$ cat config.mk
export PLATFORM = sky130hd
export DESIGN_NAME = switch_egress_queue
export DESIGN_NICKNAME = d
export VERILOG_FILES = /design/src/rtl/switch_egress_queue.sv
export SDC_FILE = /design/constraint.sdc
export NUM_CORES = 1
export LEC_CHECK = 0
export ABC_CLOCK_PERIOD_IN_PS = 5300
export CAP_MARGIN = 20
export CORE_MARGIN = 3
export CORE_UTILIZATION = 57
export DETAILED_ROUTE_END_ITERATION = 6
export HOLD_SLACK_MARGIN = 0.15
export PLACE_DENSITY = 0.79
export SYNTH_ARGS = -nofsm -noshare
export SYNTH_HDL_FRONTEND = slang
export SYNTH_SLANG_ARGS = --single-unit
$ cat constraint.sdc
create_clock -name clk -period 5.3 [get_ports clk]
set_input_delay 1.06 -clock clk [delete_from_list [all_inputs] [get_ports clk]]
set_output_delay 1.06 -clock clk [all_outputs]
set_load 0.01 [all_outputs]
$ cat src/rtl/switch_egress_queue.sv
// Egress buffer for one destination port of the switch.
// Words addressed to PORT_ID are queued in a first-word-fall-through FIFO.
// The FIFO drains over a valid/ready handshake. Accepted words and words
// dropped because the queue was full are counted.
module switch_egress_queue #(
    parameter int ADDR_W  = 8,
    parameter int DATA_W  = 32,
    parameter int PORT_ID = 0,
    parameter int DEPTH   = 8,
    parameter int CNT_W   = 16
) (
    input  logic                       clk,
    input  logic                       reset_n,
    input  logic                       in_valid,
    input  logic [ADDR_W-1:0]          dst_addr,
    input  logic [DATA_W-1:0]          dst_data,
    output logic                       out_valid,
    output logic [DATA_W-1:0]          out_data,
    input  logic                       out_ready,
    output logic [$clog2(DEPTH):0]     level,
    output logic                       full,
    output logic                       empty,
    output logic [CNT_W-1:0]           drop_cnt,
    output logic [CNT_W-1:0]           accept_cnt,
    input  logic                       clr_cnt
);

    localparam int PTR_W = $clog2(DEPTH);
    localparam int LVL_W = PTR_W + 1;

    logic [DATA_W-1:0] mem [DEPTH];
    logic [PTR_W-1:0]  wr_ptr;
    logic [PTR_W-1:0]  rd_ptr;
    logic [LVL_W-1:0]  level_nxt;
    logic              match;
    logic              push;
    logic              pop;
    logic              drop;

    // A pop frees a slot in the same cycle, so a full FIFO can still accept.
    assign match = in_valid && (dst_addr == ADDR_W'(PORT_ID));
    assign pop   = out_valid && out_ready;
    assign push  = match && (!full || pop);
    assign drop  = match && full && !pop;

    // The head word is only meaningful while valid; drive zero when empty.
    assign out_data = out_valid ? mem[rd_ptr] : '0;

    // Next occupancy: push and pop together leave the level unchanged.
    always_comb begin
        // NOTE: default assignment first so no path leaves level_nxt unassigned (no latch).
        level_nxt = level;
        case ({push, pop})
            2'b10:   level_nxt = level + 1'b1;
            2'b01:   level_nxt = level - 1'b1;
            default: level_nxt = level;
        endcase
    end

    // Storage write; the array holds no control state.
    // NOTE: memory is intentionally not reset; the pointers and level define which entries are live.
    always_ff @(posedge clk) begin
        if (push) begin
            mem[wr_ptr] <= dst_data;
        end
    end

    // Pointers, occupancy and registered status flags.
    always_ff @(posedge clk or negedge reset_n) begin
        if (!reset_n) begin
            // NOTE: sequential state uses non-blocking assignments so every flop samples pre-edge values.
            wr_ptr    <= '0;
            rd_ptr    <= '0;
            level     <= '0;
            full      <= 1'b0;
            empty     <= 1'b1;
            out_valid <= 1'b0;
        end else begin
            if (push) begin
                wr_ptr <= wr_ptr + 1'b1;
            end
            if (pop) begin
                rd_ptr <= rd_ptr + 1'b1;
            end
            level     <= level_nxt;
            full      <= (level_nxt == LVL_W'(DEPTH));
            empty     <= (level_nxt == '0);
            out_valid <= (level_nxt != '0);
        end
    end

    // Saturating statistics counters; a clear wins over an increment.
    always_ff @(posedge clk or negedge reset_n) begin
        if (!reset_n) begin
            drop_cnt   <= '0;
            accept_cnt <= '0;
        end else if (clr_cnt) begin
            drop_cnt   <= '0;
            accept_cnt <= '0;
        end else begin
            if (drop && (drop_cnt != '1)) begin
                drop_cnt <= drop_cnt + 1'b1;
            end
            if (push && (accept_cnt != '1)) begin
                accept_cnt <= accept_cnt + 1'b1;
            end
        end
    end

endmodule

======== Yosys cells after proc, flatten, opt, wreduce, memory -nomap -nowiden ========
Memory sizes are Yosys's and may differ from the RTL's.
Cells that the tools add are included.
operators by class
  equality and inequality tests ........... 5
  mux-type cells .......................... 8
  reductions and logical operators ........ 15
  add/subtract/negate cells ............... 6
operators by type and width
  kind                                               count
  2-to-1 mux 16 bit                                  4
  adder 16 x 1 -> 16 bit (second input constant)     2
  2-to-1 mux 32 bit                                  1
  != test 16 bit (second input constant)             2
  logical NOT 8 bit                                  1
  case mux 4 bit (2 select lines)                    1
  logical AND 1 bit                                  7
  adder 3 x 1 -> 3 bit (second input constant)       2
  adder 4 x 1 -> 4 bit (second input constant)       1
  == test 4 bit (second input constant)              1
  logical NOT 4 bit                                  1
  nonzero test 2 bit                                 2
  nonzero test 4 bit                                 1
  subtractor 4 x 1 -> 4 bit (second input constant)  1
  == test 2 x 1 -> 1 bit (second input constant)     1
  == test 2 bit (second input constant)              1
  logical NOT 1 bit                                  2
  2-to-1 mux 1 bit                                   2
  logical OR 1 bit                                   1
word-level totals
  bits in registers ....................... 45
  memories ................................ 1
  output and inout port bits .............. 71
  RAM bits ................................ 256
memory list
  memory  depth  width  read ports  clocked after memory_dff  wr ports  RTL line  RTL
  mem     8      32     1           0                         1         31        logic [DATA_W-1:0] mem [DEPTH];

======== Longest topological paths before layout ========
Gate-level depths: netlist of run 1.
  word-level depth ........................ 7
  gate-level depth with buffers ........... 12
  depth with buffers taken out ............ 11

======== Least setup slack after synthesis of run 1 ========
Ideal clock, no wire load.
  kind .................................... input to register
  from .................................... in dst_addr[2]
  to ...................................... mem mem[0][0], enable pin
  stages on the path ...................... 5
  arrival ................................. 4.397 ns
  required time ........................... 4.839 ns
  path buffers ............................ 1
  slack ................................... 0.442 ns
  path through ............................ nor4_4 nand4b_4 buf_1 or2_2 nor3_1
between the ends
  cells in the longest elaborated chain, start to end .. 5
ends and longest elaborated chain
  element                                 RTL line  RTL
  start, declared                         15        input logic [ADDR_W-1:0] dst_addr,
  logical NOT 8 bit                       41        assign match = in_valid && (dst_addr == ADDR_W'(PORT_ID));
  logical AND 1 bit                       41
  logical AND 1 bit                       43        assign push = match && (!full || pop);
  2-to-1 mux 1 bit                        63        if (push) begin
  2-to-1 mux 1 bit (implied by the code)  64        mem[wr_ptr] <= dst_data;
  end, declared                           31
Every way passes these cells.

======== Worst setup path in the final report of run 1 ========
  from .................................... reg rd_ptr[0]
  to ...................................... out out_data[3]
between the ends
  cells in the longest elaborated chain, start to end .. 2
ends and longest elaborated chain
  element                 RTL line  RTL
  start, declared         33        logic [PTR_W-1:0] rd_ptr;
  start signal, assigned  83        rd_ptr <= rd_ptr + 1'b1;
  memory (8 x 32 bit)     -
  2-to-1 mux 32 bit       47        assign out_data = out_valid ? mem[rd_ptr] : '0;
  end, declared           18        output logic [DATA_W-1:0] out_data,
Every way passes these cells.

==> metrics.md, run 1 <==
| Metric | Value |
|---|---|
| Data required time of the worst path | 4.24 ns |
| Stage delay of the slowest cell on the critical path | 0.94 ns |
| Worst min path class | in2async |
| Initial standard-cell utilization of the core | 0.591 |
| Number of synthesized register bits | 301 |
| Post-CTS Hold Fix Bufs | 0 |
| Final Cycle Share | 0.808 |
| Data arrival at the endpoint of the critical path | 3.22 ns |
| TritonCTS sink count | 301 |
| Capturing point of the worst reg2reg path | full |
| Placement-stage worst setup slack | 1.17 ns |
| Total global routing overflow | 0 |
| Syn nets | 708 |
| Detailed-router iteration count before antenna repair | 5 |
| Count of unique library cells instantiated by Yosys | 45 |
| R2R setup slack | 2.45 ns |
| Clock slew at the register clock pins of the worst setup and hold paths | 0.06 ns |
| Number of nets still failing antenna checks after routing | 0 |
| Max stage delay cell, worst path | sky130_fd_sc_hd__dfrtp_4 |
| Cell leakage power | 0.00496 uW |
| CTS max path bufs | 3 |
| I/O pin count | 116 |
| Most frequent cells in the layout | 256 x sky130_fd_sc_hd__edfxtp_1, 114 x sky130_fd_sc_hd__clkdlybuf4s50_1, 64 x sky130_fd_sc_hd__mux4_2, 41 x sky130_fd_sc_hd__dfrtp_1, 34 x sky130_fd_sc_hd__nor2b_1 |
| Total track usage | 0.219 |
| Final RePlAce weighted congestion | 0.801 |
| Die outline area | 0.0232 mm^2 |
| Number of input and output port buffers inserted | 115 |
| Syn Inst Count | 656 |
| Primary FF master, synth | sky130_fd_sc_hd__edfxtp_1 |
| # fillers | 1223 |
| R2r startpoint | full |
| Post-synthesis sequential area ratio | 0.723 |
| Maximum fanout along the worst path | 39 |
| TritonCTS clock tree | built |
| R2r worst-path depth | 11 |
| Post-route setup slack | 1.02 ns |
| Final TNS setup | 0 ns |
| TritonCTS buffer count | 29 |
| Max Freq | 0.234 GHz |
| Antenna violations before repair | 0 |
| Pin count of the biggest net entering global routing | 46 |
| Total number of nets in the final design | 842 |
| DRC violations left | 0 |
| Power per unit of standard cell area | 465 mW/mm^2 |
| Number of warnings reported in the yosys synthesis log | 0 |
| Routed WL per cell | 23.4 um |
| Std-Cell Rows | 52 |
| Critical Path End Type | primary output |
| Leading cell type in the layout, fill and taps excluded | sky130_fd_sc_hd__edfxtp_1 |
| Count of pins over their slew limit | 0 |
| Total design power | 6860 uW |
| Final min period | 4.28 ns |
| Setup repair after global routing missed its margin | no |
| Final Hold Vio Count | 0 |
| Cell chain of the critical path | buf_12 -> mux4_2 -> mux2i_1 -> nor2b_1 -> clkdlybuf4s50_1 |
| Number of antenna diodes | 0 |
| Clock root buffer | sky130_fd_sc_hd__clkbuf_16 |
| Synthesized area divided by synthesized cell count | 18.6 um^2 |
| Post-synthesis to final-layout area growth | 21.0% |
| Via/cell ratio | 5.98 |
| Number of levels the H-tree was split into | 1 |
| Class of the most critical setup path | reg2out |
| Vias in the first global route | 7042 |
| Via count | 6465 |
| Final count of negative-setup-slack endpoints | 0 |
| Die outline width | 152 um |
| Quantity of gates resized following cts | 0 |
| Number of violations reported at the end of detailed-routing iteration 0 | 481 |
| Placeable core region | 0.0206 mm^2 |
| Netlist area before placement | 0.0122 mm^2 |
| Ys async rst share | 0.150 |
| Kind of start point of the critical path | flip-flop |
| Proportion of layout cells with a drive suffix above 1 | 0.185 |
| Number of enable-type register cells in the synthesized netlist | 256 |
| Setup clock skew after layout | 0.0172 ns |
| Buffers inserted by post-CTS timing repair | 0 |
| Worst Max-Slew Pin Slew | 1.07 ns |
| Detailed Route WL | 25.3 mm |
| Detailed-placement wirelength estimate | 15.2 mm |
| Largest vdd supply drop | 0.278 mV |
| Die Y | 152 um |
| First-pass GRT wire length | 40.2 mm |
| Worst-Skew Late Latency | 0.54 ns |
| Max cap viols | 0 |
| Run status | completed |
| Worst-case headroom to the max-slew limit | 0.284 |
-- synthesized netlist by cell type (7+ instances only) --
library cell               count  share of area
sky130_fd_sc_hd__nor2_1       39          0.012
sky130_fd_sc_hd__mux2i_1      32          0.026
sky130_fd_sc_hd__mux4_2       64           0.12
sky130_fd_sc_hd__buf_2         8         0.0033
sky130_fd_sc_hd__dfrtp_1      44          0.090
sky130_fd_sc_hd__inv_1         9         0.0028
sky130_fd_sc_hd__nand4_1       8         0.0041
sky130_fd_sc_hd__edfxtp_1    256           0.63
sky130_fd_sc_hd__clkbuf_1     14         0.0043
sky130_fd_sc_hd__xnor2_1      31          0.022
sky130_fd_sc_hd__nand2_1      17         0.0052
sky130_fd_sc_hd__ha_1          7         0.0072
sky130_fd_sc_hd__nor3_1       14         0.0057
sky130_fd_sc_hd__nand3_1      12         0.0049
sky130_fd_sc_hd__nor2b_1      34          0.017
-- metrics by stage --
stage | hold slack (ns) | cells | util | area [um^2]
floorplan | 0.458 | 656 | - | 12200
global placement | 0.477 | 1025 | 0.666 | 13700
detailed placement | 0.490 | 1025 | 0.666 | 13700
CTS | 0.499 | 1078 | 0.712 | 14700
global route | 0.349 | 1082 | 0.715 | 14800
finish | 0.360 | 1082 | 0.715 | 14800
-- sequential cells by signal (all words and copies together), names as in the netlist, 3 cells and up --
name / cells
rd_ptr: 3
wr_ptr: 3
drop_cnt: 16
level: 4
mem: 256
accept_cnt: 16
-- routing by layer --
layer / vias to the layer above / share of wire / global-route usage
met2: 210 / 0.52 / 0.375
met3: 47 / 0.052 / 0.0324
li1: 2855 / - / -
met1: 3353 / 0.41 / 0.301
met4: 0 / 0.024 / 0.0582
met5: - / 0 / 0
-- critical path: cells and delay by family, from the launching register on --
kind	cells	cell delay (ns)
buffers and inverters	2	0.80
flip-flops	1	0.94
multiplexers	2	0.79
AND/OR/NAND/NOR	1	0.07
-- cell type report --
cell class | instances | area, um^2 | area share
flip-flops and latches | 301 | 8820 | 0.598
well taps | 270 | 338 | 0.0229
inverters | 9 | 33.8 | 0.00229
clock inverters | 21 | 213 | 0.0144
multi-input cells | 318 | 3290 | 0.223
repair buffers | 131 | 1320 | 0.0897
clock buffers | 32 | 737 | 0.0499
-- cell families (layout without fill, tap and decap cells) --
family / count (synthesis) / after routing / synth area share
simple gates: 162 / 162 / 0.0778
xor+xnor: 33 / 33 / 0.0237
mux: 99 / 99 / 0.147
compound gates: 17 / 17 / 0.00903
flops: 301 / 301 / 0.723
buf+inv: 37 / 193 / 0.0122
fa+ha+maj: 7 / 7 / 0.00718
-- power breakdown --
| group | internal (uW) | leakage [uW] | switching [uW] |
|---|---|---|---|
| Combinational | 1170 | 0.00160 | 827 |
| Clock | 1200 | 0.000459 | 840 |
| Sequential | 2620 | 0.00290 | 203 |
| Total | 4990 | 0.00496 | 1870 |
-- worst max-delay path by stage --
stage                            from  slack [ns]  cells past startpoint          end
after floorplan           dst_addr[2]        0.44                      5    mem[0][0]
after global placement    dst_addr[2]        1.33                      6   mem[6][18]
after detailed placement  dst_addr[2]        1.17                     12         full
after CTS                   rd_ptr[0]        0.94                      5  out_data[3]
after global routing        rd_ptr[0]        0.84                      5  out_data[3]
final                       rd_ptr[0]        1.02                      5  out_data[3]
No activity file was read; power rests on OpenSTA's default activity.
==> inputs of run 2 (changes only) <==
--- a/config.mk
+++ b/config.mk
@@ -5,7 +5,7 @@
 export SDC_FILE = /design/constraint.sdc
 export NUM_CORES = 1
 export LEC_CHECK = 0
-export ABC_CLOCK_PERIOD_IN_PS = 5300
+export ABC_CLOCK_PERIOD_IN_PS = 4250
 export CAP_MARGIN = 20
 export CORE_MARGIN = 3
 export CORE_UTILIZATION = 57
==> constraint.sdc (replaced) <==
create_clock -name clk -period 4.25 [get_ports clk]
set_input_delay 0.85 -clock clk [delete_from_list [all_inputs] [get_ports clk]]
set_output_delay 0.85 -clock clk [all_outputs]
set_load 0.01 [all_outputs]
==> metrics.md, run 2 (same netlist as run 1, synthesis figures left out) <==
| Metric | Value |
|---|---|
| TritonCTS sink count | 301 (unchanged) |
| Number of flip-flops under the largest register name | 256 (unchanged) |
| Number of levels the H-tree was split into | 1 (unchanged) |
| Cell leakage power | 0.00502 uW (+1.3%) |
| Clock root buffer | sky130_fd_sc_hd__clkbuf_16 |
| Data required time of the worst path | 3.40 ns (-0.84 ns) |
| R2r startpoint | out_valid |
| Std-Cell Rows | 52 (unchanged) |
| Detailed-placement wirelength estimate | 15.1 mm (-0.69%) |
| Post-synthesis to final-layout area growth | 21.8% |
| Total track usage | 0.215 (-0.00442) |
| Die Y | 152 um (unchanged) |
| Final cell area excluding filler cells | 0.0149 mm^2 (+0.73%) |
| Registers with the most flip-flops | mem: 256 flops, accept_cnt: 16 flops, drop_cnt: 16 flops |
| Routed WL per cell | 22.7 um (-2.9%) |
| Total number of nets in the final design | 854 (+1.4%) |
| Via count | 6456 (-0.14%) |
| Largest vdd supply drop | 0.397 mV (+43%) |
| Proportion of layout cells with a drive suffix above 1 | 0.196 (+0.0116) |
| Clock slew at the register clock pins of the worst setup and hold paths | 0.06 ns (about the same) |
| Final Cycle Share | 0.902 |
| Via/cell ratio | 5.89 (-1.4%) |
| Antenna violations before repair | 2 (+2) |
| CTS max path bufs | 3 (unchanged) |
| Detailed-router iteration count before antenna repair | 5 (unchanged) |
| Data arrival at the endpoint of the critical path | 2.99 ns (-0.23 ns) |
| Most frequent cells in the layout | 256 x sky130_fd_sc_hd__edfxtp_1, 114 x sky130_fd_sc_hd__clkdlybuf4s50_1, 64 x sky130_fd_sc_hd__mux4_2, 41 x sky130_fd_sc_hd__dfrtp_1, 34 x sky130_fd_sc_hd__nor2b_1 |
| Total design power | 8560 uW (+25%) |
| Final worst hold slack | 0.520 ns (+0.159 ns) |
| Max cap viols | 0 (unchanged) |
| Final Hold Vio Count | 0 (unchanged) |
| Critical Path End Type | primary output |
| Number of violations reported at the end of detailed-routing iteration 0 | 496 (+3.1%) |
| Setup repair after global routing missed its margin | no |
| First-pass GRT wire length | 39.1 mm (-2.7%) |
| Max Freq | 0.261 GHz |
| Placed inst area | 0.0138 mm^2 (+0.80%) |
| Final TNS setup | 0 ns (unchanged) |
| Die outline width | 152 um (unchanged) |
| Detailed Route WL | 24.9 mm (-1.7%) |
| Buffers inserted by post-CTS timing repair | 0 (unchanged) |
| Reg with most FFs | mem |
| Die outline area | 0.0232 mm^2 (unchanged) |
| Final min period | 3.84 ns |
| Vias in the first global route | 6927 (-1.6%) |
| Worst-Skew Late Latency | 0.55 ns (about the same) |
| Setup clock skew after layout | 0.0128 ns (-0.00436 ns) |
| TritonCTS clock tree | built |
| Pin count of the biggest net entering global routing | 46 (unchanged) |
| Worst-case headroom to the max-slew limit | 0.461 (+0.177) |
| Worst Max-Slew Pin Slew | 0.808 ns (-0.262 ns) |
| Number of nets still failing antenna checks after routing | 0 (unchanged) |
| Class of the most critical setup path | reg2out |
| Count of pins over their slew limit | 0 (unchanged) |
| Worst hold path startpoint | wr_ptr[2] |
| Final count of negative-setup-slack endpoints | 0 (unchanged) |
| DRC violations left | 0 (unchanged) |
| Run status | completed |
| Worst min path class | reg2reg |
| Quantity of gates resized following cts | 0 (unchanged) |
| TritonCTS buffer count | 29 (unchanged) |
| Number of input and output port buffers inserted | 115 (unchanged) |
| Leading cell type in the layout, fill and taps excluded | sky130_fd_sc_hd__edfxtp_1 |
| Total global routing overflow | 0 (unchanged) |
| Final RePlAce weighted congestion | 0.849 (+5.9%) |
| Placeable core region | 0.0206 mm^2 (unchanged) |
| Initial standard-cell utilization of the core | 0.591 (unchanged) |
| I/O pin count | 116 (unchanged) |
| Maximum fanout along the worst path | 24 (-38%) |
| Kind of start point of the critical path | flip-flop |
| Power per unit of standard cell area | 576 mW/mm^2 (+24%) |
| CP startpoint | rd_ptr[0] |
[run 2: cell count changes in the layout (fill, tap and decap cells not counted), sizes merged]
cell	previous run	this run
buf	17	28
clkbuf	32	37
clkinv	14	12
clkinvlp	3	1
bufinv	4	3
diode	0	1
dlygate4sd3	0	1
inv	9	10
[run 2: worst max-delay path, stage by stage, from the launching register on]
cell and delay [ns]:
sky130_fd_sc_hd__dfrtp_4 0.75, sky130_fd_sc_hd__buf_4 0.41, sky130_fd_sc_hd__mux4_2 0.54, sky130_fd_sc_hd__mux2i_1 0.18, sky130_fd_sc_hd__nor2b_1 0.07, sky130_fd_sc_hd__clkdlybuf4s50_1 0.48
[run 2: report_power, final]
part / internal, uW / leakage (uW) / switching (uW)
clock network: 1490 / 0.000475 / 1060
logic: 1460 / 0.00165 / 1080
registers: 3260 / 0.00290 / 199
[run 2: cell type report]
| type | instances | area, um^2 |
|---|---|---|
| tap | 270 | 338 |
| antenna | 1 | 2.50 |
| timing repair buffer | 143 | 1400 |
| multi-input combinational | 318 | 3300 |
| inverter | 9 | 33.8 |
| clock buffer | 37 | 786 |
| clock inverter | 17 | 176 |
| fill | 1213 | 5760 |
| sequential | 301 | 8820 |
[run 2: layer usage]
layer | vias to the layer above | global-route usage | part of all wire | wire length (um)
met4 | 2 | 0.0527 | 0.018 | 439
li1 | 2883 | - | - | -
met3 | 33 | 0.0432 | 0.054 | 1330
met1 | 3351 | 0.293 | 0.41 | 10100
met2 | 187 | 0.364 | 0.52 | 12900
met5 | - | 0 | 0.00052 | 13
[run 2: repair_timing]
item | CTS | global route
endpoints found under the setup margin | 0 | 0
hold buffers | 0 | 1
hold endpoints to repair | 0 | 4
[run 2: worst paths after layout]
path	endpoint	depth (start not counted)	slack (ns)
max in group asynchronous	empty	3	3.08
worst max-delay path	out_data[8]	5	0.41
min in group asynchronous	accept_cnt[14]	2	0.66
worst min-delay path	wr_ptr[2]	1	0.52
worst max register to register	full	11	1.12
worst min register to register	wr_ptr[2]	1	0.52
[run 2: through the flow]
stage	setup slack, ns	cells	utilization
after floorplan	0.463	656	-
after global placement	0.798	1038	0.671
after detailed placement	0.667	1038	0.671
after CTS	0.345	1092	0.718
after global routing	0.190	1096	0.721
final	0.415	1096	0.721
